**config.mk**
```make
export PLATFORM = sky130hd
export DESIGN_NAME = clk_rst_sequencer
export DESIGN_NICKNAME = d
export VERILOG_FILES = /design/src/rtl/clk_rst_pkg.sv /design/src/rtl/clk_rst_sequencer_bit_sync.sv /design/src/rtl/clk_rst_sequencer.sv
export SDC_FILE = /design/constraint.sdc
export NUM_CORES = 1
export LEC_CHECK = 0
export CAP_MARGIN = 20
export CORE_UTILIZATION = 56
export DETAILED_ROUTE_END_ITERATION = 6
export HOLD_SLACK_MARGIN = 0.15
export PLACE_DENSITY = 0.78
export SETUP_SLACK_MARGIN = 0.2
export SLEW_MARGIN = 25
export SYNTH_ARGS = -nofsm -noshare
export SYNTH_HDL_FRONTEND = slang
export SYNTH_HIERARCHICAL = 1
export SYNTH_SLANG_ARGS = --single-unit
```
**constraint.sdc**
```tcl
create_clock -name clk -period 2.5 [get_ports clk]
set_input_delay 0.5 -clock clk [delete_from_list [all_inputs] [get_ports clk]]
set_output_delay 0.5 -clock clk [all_outputs]
set_load 0.01 [all_outputs]
```
**src/rtl/clk_rst_pkg.sv**
```systemverilog
// Shared types and helpers for the clock/reset sequencer.
package clk_rst_pkg;

    typedef enum logic [2:0] {
        RESET_DCM = 3'd0,
        WAIT_LOCK = 3'd1,
        SETTLE    = 3'd2,
        RUN       = 3'd3,
        FAIL      = 3'd4
    } state_e;

    localparam int RETRY_W = 3;

    // Width of the shared counter: enough bits to reach the largest window length.
    function automatic int cntWidth(int a, int b, int c);
        int m;
        m = (a > b) ? a : b;
        m = (m > c) ? m : c;
        return (m > 1) ? $clog2(m) : 1;
    endfunction

endpackage

```
**src/rtl/clk_rst_sequencer_bit_sync.sv**
```systemverilog
// Two-flop synchronizer for a single asynchronous level, async reset to 0.
module bit_sync (
    input  logic clk,
    input  logic rst,
    input  logic d,
    output logic q
);
    logic meta;

    always_ff @(posedge clk or posedge rst) begin
        if (rst) begin
            meta <= 1'b0;
            q    <= 1'b0;
        end else begin
            meta <= d;
            q    <= meta;
        end
    end

endmodule

```
**src/rtl/clk_rst_sequencer.sv**
```systemverilog
// Power-up clock/reset sequencer: pulses the DCM reset, waits for lock with bounded
// retries, and holds sysRst until lock has stayed up for a full settle window.
module clk_rst_sequencer
    import clk_rst_pkg::*;
#(
    parameter int DCM_RST_CYCLES = 4,
    parameter int LOCK_TIMEOUT   = 65536,
    parameter int SETTLE_CYCLES  = 1024,
    parameter int MAX_RETRIES    = 7,
    parameter int LOSS_W         = 8
) (
    input  logic              clk,
    input  logic              rst,
    input  logic              clkLocked,
    output logic              dcmRst,
    output logic              sysRst,
    output logic              ready,
    output logic              lockFail,
    output logic [2:0]        retryCount,
    output logic [LOSS_W-1:0] lossCount
);
    localparam int CW = cntWidth(DCM_RST_CYCLES, LOCK_TIMEOUT, SETTLE_CYCLES);
    localparam logic [CW-1:0] DcmLast     = CW'(DCM_RST_CYCLES - 1);
    localparam logic [CW-1:0] TimeoutLast = CW'(LOCK_TIMEOUT - 1);
    localparam logic [CW-1:0] SettleLast  = CW'(SETTLE_CYCLES - 1);
    localparam logic [2:0]    RetryMax    = 3'(MAX_RETRIES);

    state_e        state;
    logic [CW-1:0] cnt;
    logic          lockS;

    bit_sync syncLock (
        .clk (clk),
        .rst (rst),
        .d   (clkLocked),
        .q   (lockS)
    );

    always_ff @(posedge clk or posedge rst) begin
        if (rst) begin
            state      <= RESET_DCM;
            cnt        <= '0;
            dcmRst     <= 1'b1;
            sysRst     <= 1'b1;
            ready      <= 1'b0;
            lockFail   <= 1'b0;
            retryCount <= '0;
            lossCount  <= '0;
        end else begin
            unique case (state)
                RESET_DCM: begin
                    if (cnt == DcmLast) begin
                        state  <= WAIT_LOCK;
                        cnt    <= '0;
                        dcmRst <= 1'b0;
                    end else begin
                        cnt <= cnt + 1'b1;
                    end
                end
                WAIT_LOCK: begin
                    // Lock takes priority over a coincident timeout.
                    if (lockS) begin
                        state <= SETTLE;
                        cnt   <= '0;
                    end else if (cnt == TimeoutLast) begin
                        cnt    <= '0;
                        dcmRst <= 1'b1;
                        if (retryCount == RetryMax) begin
                            state    <= FAIL;
                            lockFail <= 1'b1;
                        end else begin
                            state      <= RESET_DCM;
                            retryCount <= retryCount + 3'd1;
                        end
                    end else begin
                        cnt <= cnt + 1'b1;
                    end
                end
                SETTLE: begin
                    if (!lockS) begin
                        state <= WAIT_LOCK;
                        cnt   <= '0;
                    end else if (cnt == SettleLast) begin
                        state      <= RUN;
                        cnt        <= '0;
                        sysRst     <= 1'b0;
                        ready      <= 1'b1;
                        retryCount <= '0;
                    end else begin
                        cnt <= cnt + 1'b1;
                    end
                end
                RUN: begin
                    if (!lockS) begin
                        state  <= RESET_DCM;
                        cnt    <= '0;
                        dcmRst <= 1'b1;
                        sysRst <= 1'b1;
                        ready  <= 1'b0;
                        if (lossCount != '1) lossCount <= lossCount + 1'b1;
                    end
                end
                FAIL: begin
                    dcmRst   <= 1'b1;
                    sysRst   <= 1'b1;
                    ready    <= 1'b0;
                    lockFail <= 1'b1;
                end
                default: begin
                    state  <= RESET_DCM;
                    cnt    <= '0;
                    dcmRst <= 1'b1;
                    sysRst <= 1'b1;
                    ready  <= 1'b0;
                end
            endcase
        end
    end

endmodule

```
======== After elaboration in Yosys (flattened, before gate mapping) ========
Index checks and enable logic that the tools add are counted.
word-level totals
  ROM bits ................................ 0
  word-level logic and storage cells ...... 84
  bits in writable memories ............... 0
  flip-flop bits (word level) ............. 36
  input port bits ......................... 3
  latch bits .............................. 0
  memories kept ........................... 0
operators by class
  shift operators ......................... 0
  add/sub/neg operators ................... 3
  multiply operators ...................... 0
  reduce and logical (&&, ||, !) cells .... 11
  bitwise logic cells ..................... 4
  muxes and demuxes ....................... 37
  $lt $le $gt $ge ......................... 0
  divide/modulo/power cells ............... 0
  equality and inequality tests ........... 19
operators by type and width
  operator                                                           count
  16-bit two-way mux                                                 6
  16-bit case mux with 5 select lines                                1
  3-bit two-way mux                                                  12
  16-bit by 1-bit adder with 16-bit output, second input constant    1
  16-bit by 10-bit == test with 1-bit output, second input constant  1
  16-bit == test, second input constant                              1
  16-bit by 2-bit == test with 1-bit output, second input constant   1
  3-bit case mux with 5 select lines                                 1
  2-bit != test, second input constant                               7
  1-bit two-way mux                                                  12
  5-bit AND reduction                                                2
  8-bit by 1-bit adder with 8-bit output, second input constant      1
  8-bit != test, second input constant                               1
  4-bit AND reduction                                                2
  3-bit by 2-bit == test with 1-bit output, second input constant    2
  3-bit == test, second input constant                               2
  1-bit case mux with 3 select lines                                 2
  3-bit case mux with 2 select lines                                 1
  6-bit AND reduction                                                1
  1-bit NOT                                                          4
  1-bit case mux with 4 select lines                                 1
  2-bit nonzero test                                                 2
  3-bit by 1-bit adder with 3-bit output, second input constant      1
  3-bit by 1-bit == test with 1-bit output, second input constant    1
  8 further kinds                                                    8

======== Longest topological paths before layout ========
  depth in word-level cells ............... 5
  gate-level depth with buffers ........... 7

======== Modules after synthesis ========
Netlist, hierarchy kept.
by module, submodules not included
  module             area an instance (um^2)  seq. area each (um^2)  times used  cells an instance
  clk_rst_sequencer  1,816.7                  853.3                  1           182
  bit_sync           53.8                     50.0                   1           3

======== Least setup slack after synthesis ========
OpenSTA, ideal clock, no wires.
  path kind ............................... register to register
  start ................................... reg lossCount[0]
  end ..................................... reg lossCount[7]
  setup slack ............................. 617 ps
  setup time .............................. 128 ps
  stages on the path, launching flop included .. 7
  arrival ................................. 1,755 ps
  path through ............................ dfrtp_1 ha_1 and3_1 a311oi_4 and4_1 nand3_1 xnor2_1
between the ends
  cells in the longest elaborated chain, start to end .. 2
ends and longest elaborated chain
  element                                                                         RTL line                  text
  from (decl)                                                                     clk_rst_sequencer.sv:20   output logic [LOSS_W-1:0] lossCount
  from (signal assigned)                                                          clk_rst_sequencer.sv:100  if (lossCount != '1) lossCount <= lossCount + 1'b1;
  branches (longest 2 deep; another with 8-bit by 1-bit adder with 8-bit output)  -
Parallel ways; which one is timed is not known.
A chain may end at the register's enable or synchronous reset.

======== Final worst setup path ========
Same ends and word-level chain as after synthesis.

==> flow_summary.ini <==
[outcome]
status = finished clean

[synthesis]
synth_async_sr_flop_share_pct = 100
syn-cell-area_um2 = 1870
syn_area_per_cell_um2 = 10.1
ys_seq_area_share_pct = 48.3
synthesis.nets = 192
yosysWarnings = 6
synth_edf_count = 0
yosys_most_used_dff = dfrtp_1
synth_seq_cells = 36
synth_cells = 185
synth_cell_types = 43

[sta]
fin_ws_ns = 0.454
whs_ns = 0.332
finalCriticalPeriod_ns = 2.05
finalHoldViolCount = 0
period_share_pct = 81.8
finClkSkew_ns = 0.00825
rsz0062_at_grt = no
slew_violations = 0
setup_viol = 0
worstMarginPinSlew_ns = 0.539
tns_ns = 0
slew-limit-headroom_pct = 64.1
fmax_mhz = 489

[setup_path]
crit_arrival_ns = 2.28
reg2reg_from = lossCount[0]
worstSetupEndpoint = lossCount[7]
cp_cell_sequence = ha_1 -> and3_1 -> a311oi_4 -> and4_1 -> nand3_1 -> xnor2_1
path_max_fanout = 6
rrSetupSlack_ns = 0.45
required_ns = 2.74
critPathBufInv = 0
critPathTopFamily = simple AND/OR/NAND/NOR gates
crit_slowest_cell = a311oi_4
crit_start = lossCount[0]
r2r-end = lossCount[7]
reg2reg_depth = 6
path_depth = 6
end_kind = flip-flop
crit_type = reg2reg
start_kind = flip-flop
slowest_delay_ns = 0.46

[finish]
layout.nets = 215
layout_commonest_cell = dfrtp_1
fillCellCount = 243
diodes = 0
syn_to_final_growth_pct = 15.9
final_cell_mix = dfrtp_1 (34), nor2_1 (27), clkdlybuf4s50_1 (17)
drive_above_1_share_pct = 11.0

[clock_tree]
cts_buffers = 5
clkTransAtPathRegs_ns = 0.11
cts-resized-gates = 0
cts_buffer_depth = 2
cts.sinks = 36
hold_buffers = 0
cts_tree = built
clkLatencyLatePin_ns = 0.34
h-tree-depth = 2
cts.root.buffer_cell = clkbuf_4

[min_path]
holdCritPathClass = in2async

[pwr]
seqPwrFrac_pct = 46.7
ir_drop_v = 0.000573
power_frac_comb_pct = 28.8
swShare_pct = 32.6
pwr-share-clk_pct = 24.5
switchingPower_uw = 533
p_int_uw = 1100
powerDensity_nw_per_um2 = 755
p_leak_uw = 0.000949

[floorplan]
initial_core_util_pct = 60.3
dieArea_um2 = 3580
die_w_um = 59.8
num_rows = 20
num_io_pins = 18
core_um2 = 3100
die_h_um = 59.8

[placement]
dp_hpwl_um = 2610
routabilityCongestion = 0.822
place_ws_ns = 0.371
port_buffers = 17

[detailed_routing]
route.detailed.drc = 0
drtIter0Drc = 70
ant_nets = 0
via_per_inst = 5.59
wirelength_um = 3600
vias = 1414
dr.pass1.iters = 5
drt-wirelength-per-cell_um = 14.2

[run]
drv_cap = 0

[grt]
antenna_found_initial = 0
track_usage_pct = 23.4
grt_pass1_vias = 1438
grt_pass1_wl_um = 6140
grt_overflow_total = 0
grt_start_max_net_pins = 35
[cells by family (layout without fill, tap and decap cells)]
group                      count (synthesis)  count (layout)  synth area share [%]
DFF                                       36              36                  48.3
adders and majority gates                  4               4                  2.68
buffers and inverters                     10              34                  2.61
xor gates and xnor gates                  20              20                  9.36
and+or+nand+nor                           90              90                  26.2
AOI/OAI and AO/OA                         20              20                  8.03
muxes                                      5               5                  2.81
[power by group through the flow]
stage / clock (µW) / sequential (µW) / combinational, µW
4_1_cts: 407 / 762 / 436
5_1_grt: 432 / 778 / 521
6_report: 401 / 764 / 472
3_5_place_dp: 0 / 772 / 435
2_1_floorplan: 0 / 756 / 318
3_3_place_gp: 0 / 768 / 420
[synth_stat cells (2+ instances only)]
cell type  count  area (µm²)
and4_1         3        26.3
inv_1          6        22.5
nor2b_1        2        12.5
o21ai_0        6        30.0
nand2b_1       2        12.5
xnor2_1       16         140
ha_1           4        50.1
and3_1         5        31.3
nor2_1        27         101
buf_2          3        15.0
nor3_1        10        50.1
nand2_1       16        60.1
nor3b_1        2        15.0
xor2_1         4        35.0
nand4_1        6        37.5
dfstp_2        2        52.6
nand3_1        5        25.0
mux2i_1        3        30.0
a21oi_1        4        20.0
dfrtp_1       34         851
nor4_2         3        37.5
[final cells by class]
cell class | instances | area (µm²) | area share [%]
sequential | 36 | 903 | 41.7
tap | 44 | 55.1 | 2.54
multi-input combinational | 139 | 918 | 42.4
inverter | 6 | 22.5 | 1.04
clock buffer | 6 | 41.3 | 1.90
timing repair buffer | 20 | 193 | 8.89
clock inverter | 2 | 35.0 | 1.62
[registers in the layout, summed over array words and instances (netlist names)]
| signal | flops |
|---|---|
| cnt | 16 |
| lossCount | 8 |
| retryCount | 3 |
| state | 3 |
| dcmRst | 1 |
| lockFail | 1 |
| ready | 1 |
| syncLock/meta | 1 |
| syncLock/q | 1 |
| sysRst | 1 |
[how the worst min path moves through the flow]
| stage | start | to | slack, ns |
|---|---|---|---|
| 6_report | rst | syncLock/meta | 0.33 |
| 5_1_grt | rst | syncLock/meta | 0.36 |
| 4_1_cts | rst | syncLock/meta | 0.34 |
| 3_5_place_dp | syncLock/meta | syncLock/q | 0.36 |
| 3_3_place_gp | syncLock/meta | syncLock/q | 0.34 |
| 2_1_floorplan | rst | syncLock/meta | 0.24 |
[what timing repair did]
item | CTS | global route
endpoints found under the setup margin | 0 | 1
setup buffers | 0 | 2
endpoints found under the hold margin | 0 | 0
[per-stage QoR]
stage                     utilization [%]  std cells  power [µW]  instance area [µm²]
after floorplan                         -        185        1070                 1870
after CTS                            69.4        251        1610                 2150
after detailed placement             66.9        243        1210                 2080
after global routing                 69.9        253        1730                 2170
final                                69.9        253        1640                 2170
after global placement               66.9        243        1190                 2080
[per-layer routing]
layer	global-route usage [%]	share of wire [%]
met3	5.84	3.4
met4	12.0	2.1
met2	38.1	49
met1	28.7	45
met5	0	0
Note: power is estimated with default switching activity, not from simulation.
